==> config.mk <==
export PLATFORM = sky130hd
export DESIGN_NAME = pipe_scoreboard
export DESIGN_NICKNAME = d
export VERILOG_FILES = /design/src/rtl/pipe_scoreboard.sv
export SDC_FILE = /design/constraint.sdc
export NUM_CORES = 1
export LEC_CHECK = 0
export CORE_MARGIN = 4
export CORE_UTILIZATION = 30
export CTS_BUF_LIST = sky130_fd_sc_hd__clkbuf_16
export DETAILED_ROUTE_END_ITERATION = 6
export PLACE_DENSITY_LB_ADDON = 0.3
export SLEW_MARGIN = 5
export SYNTH_ARGS = -nofsm -noshare
export SYNTH_HDL_FRONTEND = slang
export SYNTH_SLANG_ARGS = --single-unit
export TNS_END_PERCENT = 50
==> constraint.sdc <==
create_clock -name clock -period 7.25 [get_ports clock]
set_input_delay 0.725 -clock clock [delete_from_list [all_inputs] [get_ports clock]]
set_output_delay 0.725 -clock clock [all_outputs]
set_load 0.01 [all_outputs]
==> src/rtl/pipe_scoreboard.sv <==
// ---------------------------------------------------------------------------
// pipe_scoreboard
//   Register scoreboard for the in-order pipeline. It records the destination
//   of every instruction leaving decode for DEPTH post-decode stages
//   (stage 0 = EX ... stage DEPTH-1 = WB). From that state it derives the
//   decode stall and the per-operand forwarding selects. Each instruction
//   carries the first stage at which its result can be forwarded (issue_lat),
//   so ALU ops (0) and loads (1) go through the same lookup at any depth.
//
// Parameters
//   REG_AW        register address width (2^REG_AW tracked regs, R0 included)
//   DEPTH         tracked post-decode stages, 2..8
//   SEL_W         forwarding select width, 2^SEL_W >= DEPTH+1
//   FLUSH_STAGES  youngest entries killed by flush, 0..DEPTH
//
// Ports
//   clock, reset             rising-edge clock, synchronous active-high reset
//   issue_valid/wen/dest/lat instruction presented by decode this cycle
//   src1/src2, srcN_used     operand addresses and read enables
//   hold                     freeze every entry in place
//   flush                    taken branch: drop the youngest FLUSH_STAGES
//   stall                    decode must not advance
//   fwd_sel1/fwd_sel2        0 = register file, k+1 = result bus of stage k
//   busy                     at least one valid entry in flight
//   stall_count              (PIPE_SCOREBOARD_STATS_EN only) saturating count
//                            of advancing cycles spent stalled
//
// Build option
//   PIPE_SCOREBOARD_STATS_EN  adds the stall_count port and its counter.
// ---------------------------------------------------------------------------

// Per-operand lookup: finds the youngest in-flight writer of src_i and tells
// whether its result is already forwardable.
module pipe_scoreboard_lookup #(
  parameter int REG_AW = 4,
  parameter int DEPTH  = 3,
  parameter int SEL_W  = 3
) (
  input  logic [DEPTH-1:0]             valid_i,
  input  logic [DEPTH-1:0]             wen_i,
  input  logic [DEPTH-1:0][REG_AW-1:0] dest_i,
  input  logic [DEPTH-1:0][SEL_W-1:0]  lat_i,
  input  logic [REG_AW-1:0]            src_i,
  input  logic                         used_i,
  output logic                         hazard_o,
  output logic [SEL_W-1:0]             sel_o
);
  logic             hit;
  logic [SEL_W-1:0] hit_k;
  logic [SEL_W-1:0] hit_lat;

  // Scan oldest to youngest so the lowest matching index wins.
  always_comb begin
    hit     = 1'b0;
    hit_k   = '0;
    hit_lat = '0;
    for (int k = DEPTH - 1; k >= 0; k--) begin
      if (used_i && valid_i[k] && wen_i[k] && (dest_i[k] == src_i)) begin
        hit     = 1'b1;
        hit_k   = SEL_W'(k);
        hit_lat = lat_i[k];
      end
    end
  end

  // Youngest writer has not yet reached its forwardable stage.
  assign hazard_o = hit && (hit_k < hit_lat);
  assign sel_o    = (hit && !hazard_o) ? SEL_W'(hit_k + SEL_W'(1)) : '0;
endmodule

module pipe_scoreboard #(
  parameter int REG_AW       = 4,
  parameter int DEPTH        = 3,
  parameter int SEL_W        = 3,
  parameter int FLUSH_STAGES = 1
) (
  input  logic              clock,
  input  logic              reset,
  input  logic              issue_valid,
  input  logic              issue_wen,
  input  logic [REG_AW-1:0] issue_dest,
  input  logic [SEL_W-1:0]  issue_lat,
  input  logic [REG_AW-1:0] src1,
  input  logic [REG_AW-1:0] src2,
  input  logic              src1_used,
  input  logic              src2_used,
  input  logic              hold,
  input  logic              flush,
  output logic              stall,
  output logic [SEL_W-1:0]  fwd_sel1,
  output logic [SEL_W-1:0]  fwd_sel2,
`ifdef PIPE_SCOREBOARD_STATS_EN
  output logic [15:0]       stall_count,
`endif
  output logic              busy
);
  typedef struct packed {
    logic              valid;
    logic              wen;
    logic [REG_AW-1:0] dest;
    logic [SEL_W-1:0]  lat;
  } entry_t;

  entry_t [DEPTH-1:0] ent_q, ent_d;

  // Flattened per-field views feeding the lookups.
  logic [DEPTH-1:0]             ent_valid;
  logic [DEPTH-1:0]             ent_wen;
  logic [DEPTH-1:0][REG_AW-1:0] ent_dest;
  logic [DEPTH-1:0][SEL_W-1:0]  ent_lat;

  for (genvar k = 0; k < DEPTH; k++) begin : g_flat
    assign ent_valid[k] = ent_q[k].valid;
    assign ent_wen[k]   = ent_q[k].wen;
    assign ent_dest[k]  = ent_q[k].dest;
    assign ent_lat[k]   = ent_q[k].lat;
  end

  // Operand lookups, index 0 = src1, index 1 = src2.
  logic [1:0][REG_AW-1:0] op_src;
  logic [1:0]             op_used;
  logic [1:0]             op_haz;
  logic [1:0][SEL_W-1:0]  op_sel;

  assign op_src  = {src2, src1};
  assign op_used = {src2_used, src1_used};

  for (genvar n = 0; n < 2; n++) begin : g_op
    pipe_scoreboard_lookup #(
      .REG_AW (REG_AW),
      .DEPTH  (DEPTH),
      .SEL_W  (SEL_W)
    ) u_lookup (
      .valid_i  (ent_valid),
      .wen_i    (ent_wen),
      .dest_i   (ent_dest),
      .lat_i    (ent_lat),
      .src_i    (op_src[n]),
      .used_i   (op_used[n]),
      .hazard_o (op_haz[n]),
      .sel_o    (op_sel[n])
    );
  end

  // A hazard only matters when something is actually trying to issue; a
  // stall also blanks the selects so the held instruction sees no bypass.
  assign stall    = issue_valid & (|op_haz);
  assign fwd_sel1 = stall ? '0 : op_sel[0];
  assign fwd_sel2 = stall ? '0 : op_sel[1];
  assign busy     = |ent_valid;

  // Next state: shift on advance, insert issue or bubble at entry 0, then
  // apply the flush kill to the youngest indices (in place when held).
  always_comb begin
    ent_d = ent_q;
    if (!hold) begin
      for (int k = DEPTH - 1; k >= 1; k--) begin
        ent_d[k] = ent_q[k-1];
      end
      ent_d[0].valid = issue_valid & ~stall & ~flush;
      ent_d[0].wen   = issue_wen;
      ent_d[0].dest  = issue_dest;
      ent_d[0].lat   = issue_lat;
    end
    if (flush) begin
      for (int k = 0; k < FLUSH_STAGES; k++) begin
        ent_d[k].valid = 1'b0;
      end
    end
  end

  always_ff @(posedge clock) begin
    if (reset) begin
      ent_q <= '0;
    end else begin
      ent_q <= ent_d;
    end
  end

`ifdef PIPE_SCOREBOARD_STATS_EN
  logic [15:0] stall_cnt_q, stall_cnt_d;

  // Only advancing stalled cycles are counted; saturates at all-ones.
  always_comb begin
    stall_cnt_d = stall_cnt_q;
    if (stall && !hold && (stall_cnt_q != 16'hFFFF)) begin
      stall_cnt_d = stall_cnt_q + 16'd1;
    end
  end

  always_ff @(posedge clock) begin
    if (reset) begin
      stall_cnt_q <= '0;
    end else begin
      stall_cnt_q <= stall_cnt_d;
    end
  end

  assign stall_count = stall_cnt_q;
`endif
endmodule

==> impl_metrics.toml <==
[run_status]
status = "finished, final reports clean"

[worst_setup_path]
worstPathCellList = "clkdlybuf4s50_1 -> xor2_1 -> nor3_1 -> nand3_1 -> o311ai_0 -> o21ai_0 -> ha_1 -> and3_1 -> o32a_1 -> o311a_1 -> and2_1 -> clkdlybuf4s50_1"
critical-path-slowest-cell = "clkdlybuf4s50_1"
cpPeakStageDelay_ns = 0.49
r2r.worst_path.cells = 10
worst-setup-path-type = "input pin to output port"
worst_path_dominant_cell_family = "compound AO/OA/AOI/OAI gates"
critPathArrivalTime_ns = 4.09
crit_buf_inv = 2
worst_path_most_repeated_cell = "clkdlybuf4s50_1"
critical_path.startpoint_type = "input pin"
cp_max_fo = 5
cp_data_required_time_ns = 6.52
endpoint_kind = "output port"
stages_on_the_worst_setup_path = 12

[timing]
setup_violations = 0
unrepaired_setup_endpoints_after_global_routing = "no"
relSlewSlack = 0.321
final_min_period_over_clock_period = 0.664
worstMarginPinSlew_ns = 1.02
clock_skew_ns = 0.00591
max_freq_mhz = 208
timing.final.hold_violations = 0
fin_tns_setup_ns = 0
tmin_final_ns = 4.81
final-max-slew-violation-count = 0

[power_and_ir_drop]
ir_worst_vdd_mv = 0.0803
share_seq_of_total_power = 0.485
leakagePower_nw = 0.872
pwr-share-clk = 0.375
power_per_cell_area_nw_per_um2 = 157
p_sw_mw = 0.0756
pwr-share-comb = 0.140
internal_power_mw = 0.253
power_switching_share = 0.230

[synth]
netlist.top_cell.by_area = "dfxtp_1"
ys_top_cells_by_area = "dfxtp_1 33%, mux2i_1 16%, nor2_1 8.0%"
yosys.cell_types.count = 36
dominant_combinational_cell_family_by_area_after_synthesis = "simple AND/OR/NAND/NOR gates"
synth_seq_area_share = 0.329
synth-compound-area-share = 0.0631
post_synth_inst_count = 188
syn-num-nets = 215
syn_area_um2 = 1650
post-synth-top-area-fraction = 0.329
synth_simple_gate_area_share = 0.261
yosys.area_share.adder = 0.0304
synth_warnings = 0
synth-seq-cells = 27
synth_xor_xnor_area_share = 0.128
post_synth.cell_area_avg_um2 = 8.75
synth_mux_area_frac = 0.164

[hold_path]
worst_min_delay_path_class = "flop to flop"
min_path_cells = 2

[cts]
cts.root.buffer_cell = "clkbuf_16"
tritoncts = "done"
clk-insertion-delay-late_ns = 0.26
postCtsSetupBuffers = 0
postCtsHoldBufs = 0
number_of_clock_sinks_seen_by_cts = 27
clk_transition_reported_paths_ns = 0.06
clk_path_buf_depth = 2
cts_resized = 0
cts_inserted_buffers = 3
cts.htree.levels = 1

[cells_and_area]
share_of_post_route_cells_with_drive_strength_above_1 = 0.0461
area_growth_pct = 27.5
number_of_diodes_added_for_antenna_fixing = 0
layout.core_utilization = 0.403
num-nets-final = 245
post-route-cell-area_um2 = 2100
final_cells = 287

[routing]
avgViaCountPerCell = 4.63
wl_per_cell_um = 12.3
first_pass_iters = 4
route.final.wire_length_mm = 3.52
drc_violation_count_after_routing = 0
first_iter_violations = 62
drtAntennaViolNets = 0
detailroute.via_count = 1328

[floorplanning]
core_region_area_um2 = 5200
dieArea_um2 = 6730
i_o_pins = 31
die-width_um = 82.1
initial_core_utilization = 0.316
core.rowCount = 26
die_height_um = 82.1

[placed_design]
detailed_place.area_um2 = 2020
placed_cells = 283
gp_congestion = 0.802
placement.io_buffers = 30
hpwl_mm = 2.77

[grt]
grt_pass1_wl_mm = 5.79
first_global_vias = 1233
global_route.overflow_total = 0
grt_usage = 0.110
largest_net_degree_at_the_start_of_global_routing = 29
initial_antenna_violation_count = 0

[flow_run]
max_cap_viol_count = 0
-- cells by family (layout without fill, tap and decap cells) --
kind of cell	Yosys count	after routing
xor+xnor	24	24
compound gates	14	14
buf+inv	11	40
mux	27	27
simple gates	81	81
flops	27	27
fa+ha+maj	4	4
-- per-stage QoR --
step	total power, mW	worst slack, ns	hold slack [ns]
floorplan	0.188	3.66	0.460
global placement	0.209	2.53	0.478
detailed placement	0.209	2.46	0.489
CTS	0.335	2.44	0.506
global route	0.343	2.13	0.534
finish	0.329	2.44	0.499
-- cell usage in the layout (no fill, tap or decap), types with 4 or more instances in the layout --
cell and n:
nor2_1 35, clkdlybuf4s50_1 30, mux2i_1 27, dfxtp_1 27
xnor2_1 15, xor2_1 9, nand3_1 8, and2_1 7
inv_1 5, nand2_1 4, ha_1 4
-- sequential cells by signal, indices dropped and copies added (netlist names) --
register  cells
ent_q         6
ent_lat       9
ent_dest     12
-- Yosys cell counts --
cell type  count
a21o_1         1
a21oi_1        2
a31oi_1        1
and2_1         7
and3_1         3
and4_1         3
and4b_1        1
clkbuf_1       6
dfxtp_1       27
ha_1           4
inv_1          5
mux2i_1       27
nand2_1        4
nand2b_1       1
nand3_1        8
nand4_1        3
nand4_4        1
nor2_1        35
nor2b_1        1
nor3_1         3
nor3_2         1
nor3b_1        2
o211ai_1       1
o21ai_0        2
o21ai_1        1
o221a_2        1
o311a_1        1
o311ai_0       1
o32a_1         1
o32ai_1        2
or2_1          2
or2_2          2
or3_1          3
or4_1          1
xnor2_1       15
xor2_1         9
-- routing by layer --
| layer | part of all wire | global-route usage |
|---|---|---|
| met3 | 0.043 | 0.0164 |
| met5 | 0 | 0 |
| met2 | 0.43 | 0.171 |
| met1 | 0.52 | 0.161 |
| met4 | 0.0023 | 0.0199 |
-- tightest hold or removal path: stages, from the launching register on --
cell	delay, ns
dfxtp_1	0.33
mux2i_1	0.07
nor2_1	0.07
-- final timing paths --
check	start	end	slack, ns
worst min-delay path	ent_lat[3]	ent_lat[3]	0.50
worst max register to register	ent_dest[10]	ent_q[8]	4.55
worst min register to register	ent_lat[3]	ent_lat[3]	0.50
worst max-delay path	src2[2]	fwd_sel1[2]	2.44
-- area by class of cell --
type | instances | area [um2]
fillers | 543 | 3110
inverters | 5 | 18.8
clock inverters | 1 | 5.00
multi-input cells | 150 | 1060
clock buffers | 3 | 75.1
well taps | 70 | 87.6
repair buffers | 31 | 308
flip-flops and latches | 27 | 541
-- power by group through the flow --
stage                     clock network, mW  registers (mW)  logic, mW
after floorplan                           0           0.161     0.0269
after global placement                    0           0.163     0.0460
after detailed placement                  0           0.163     0.0465
after CTS                             0.129           0.160     0.0467
after global routing                  0.132           0.160     0.0505
final                                 0.123           0.159     0.0461
(Power assumes the default switching activity.)
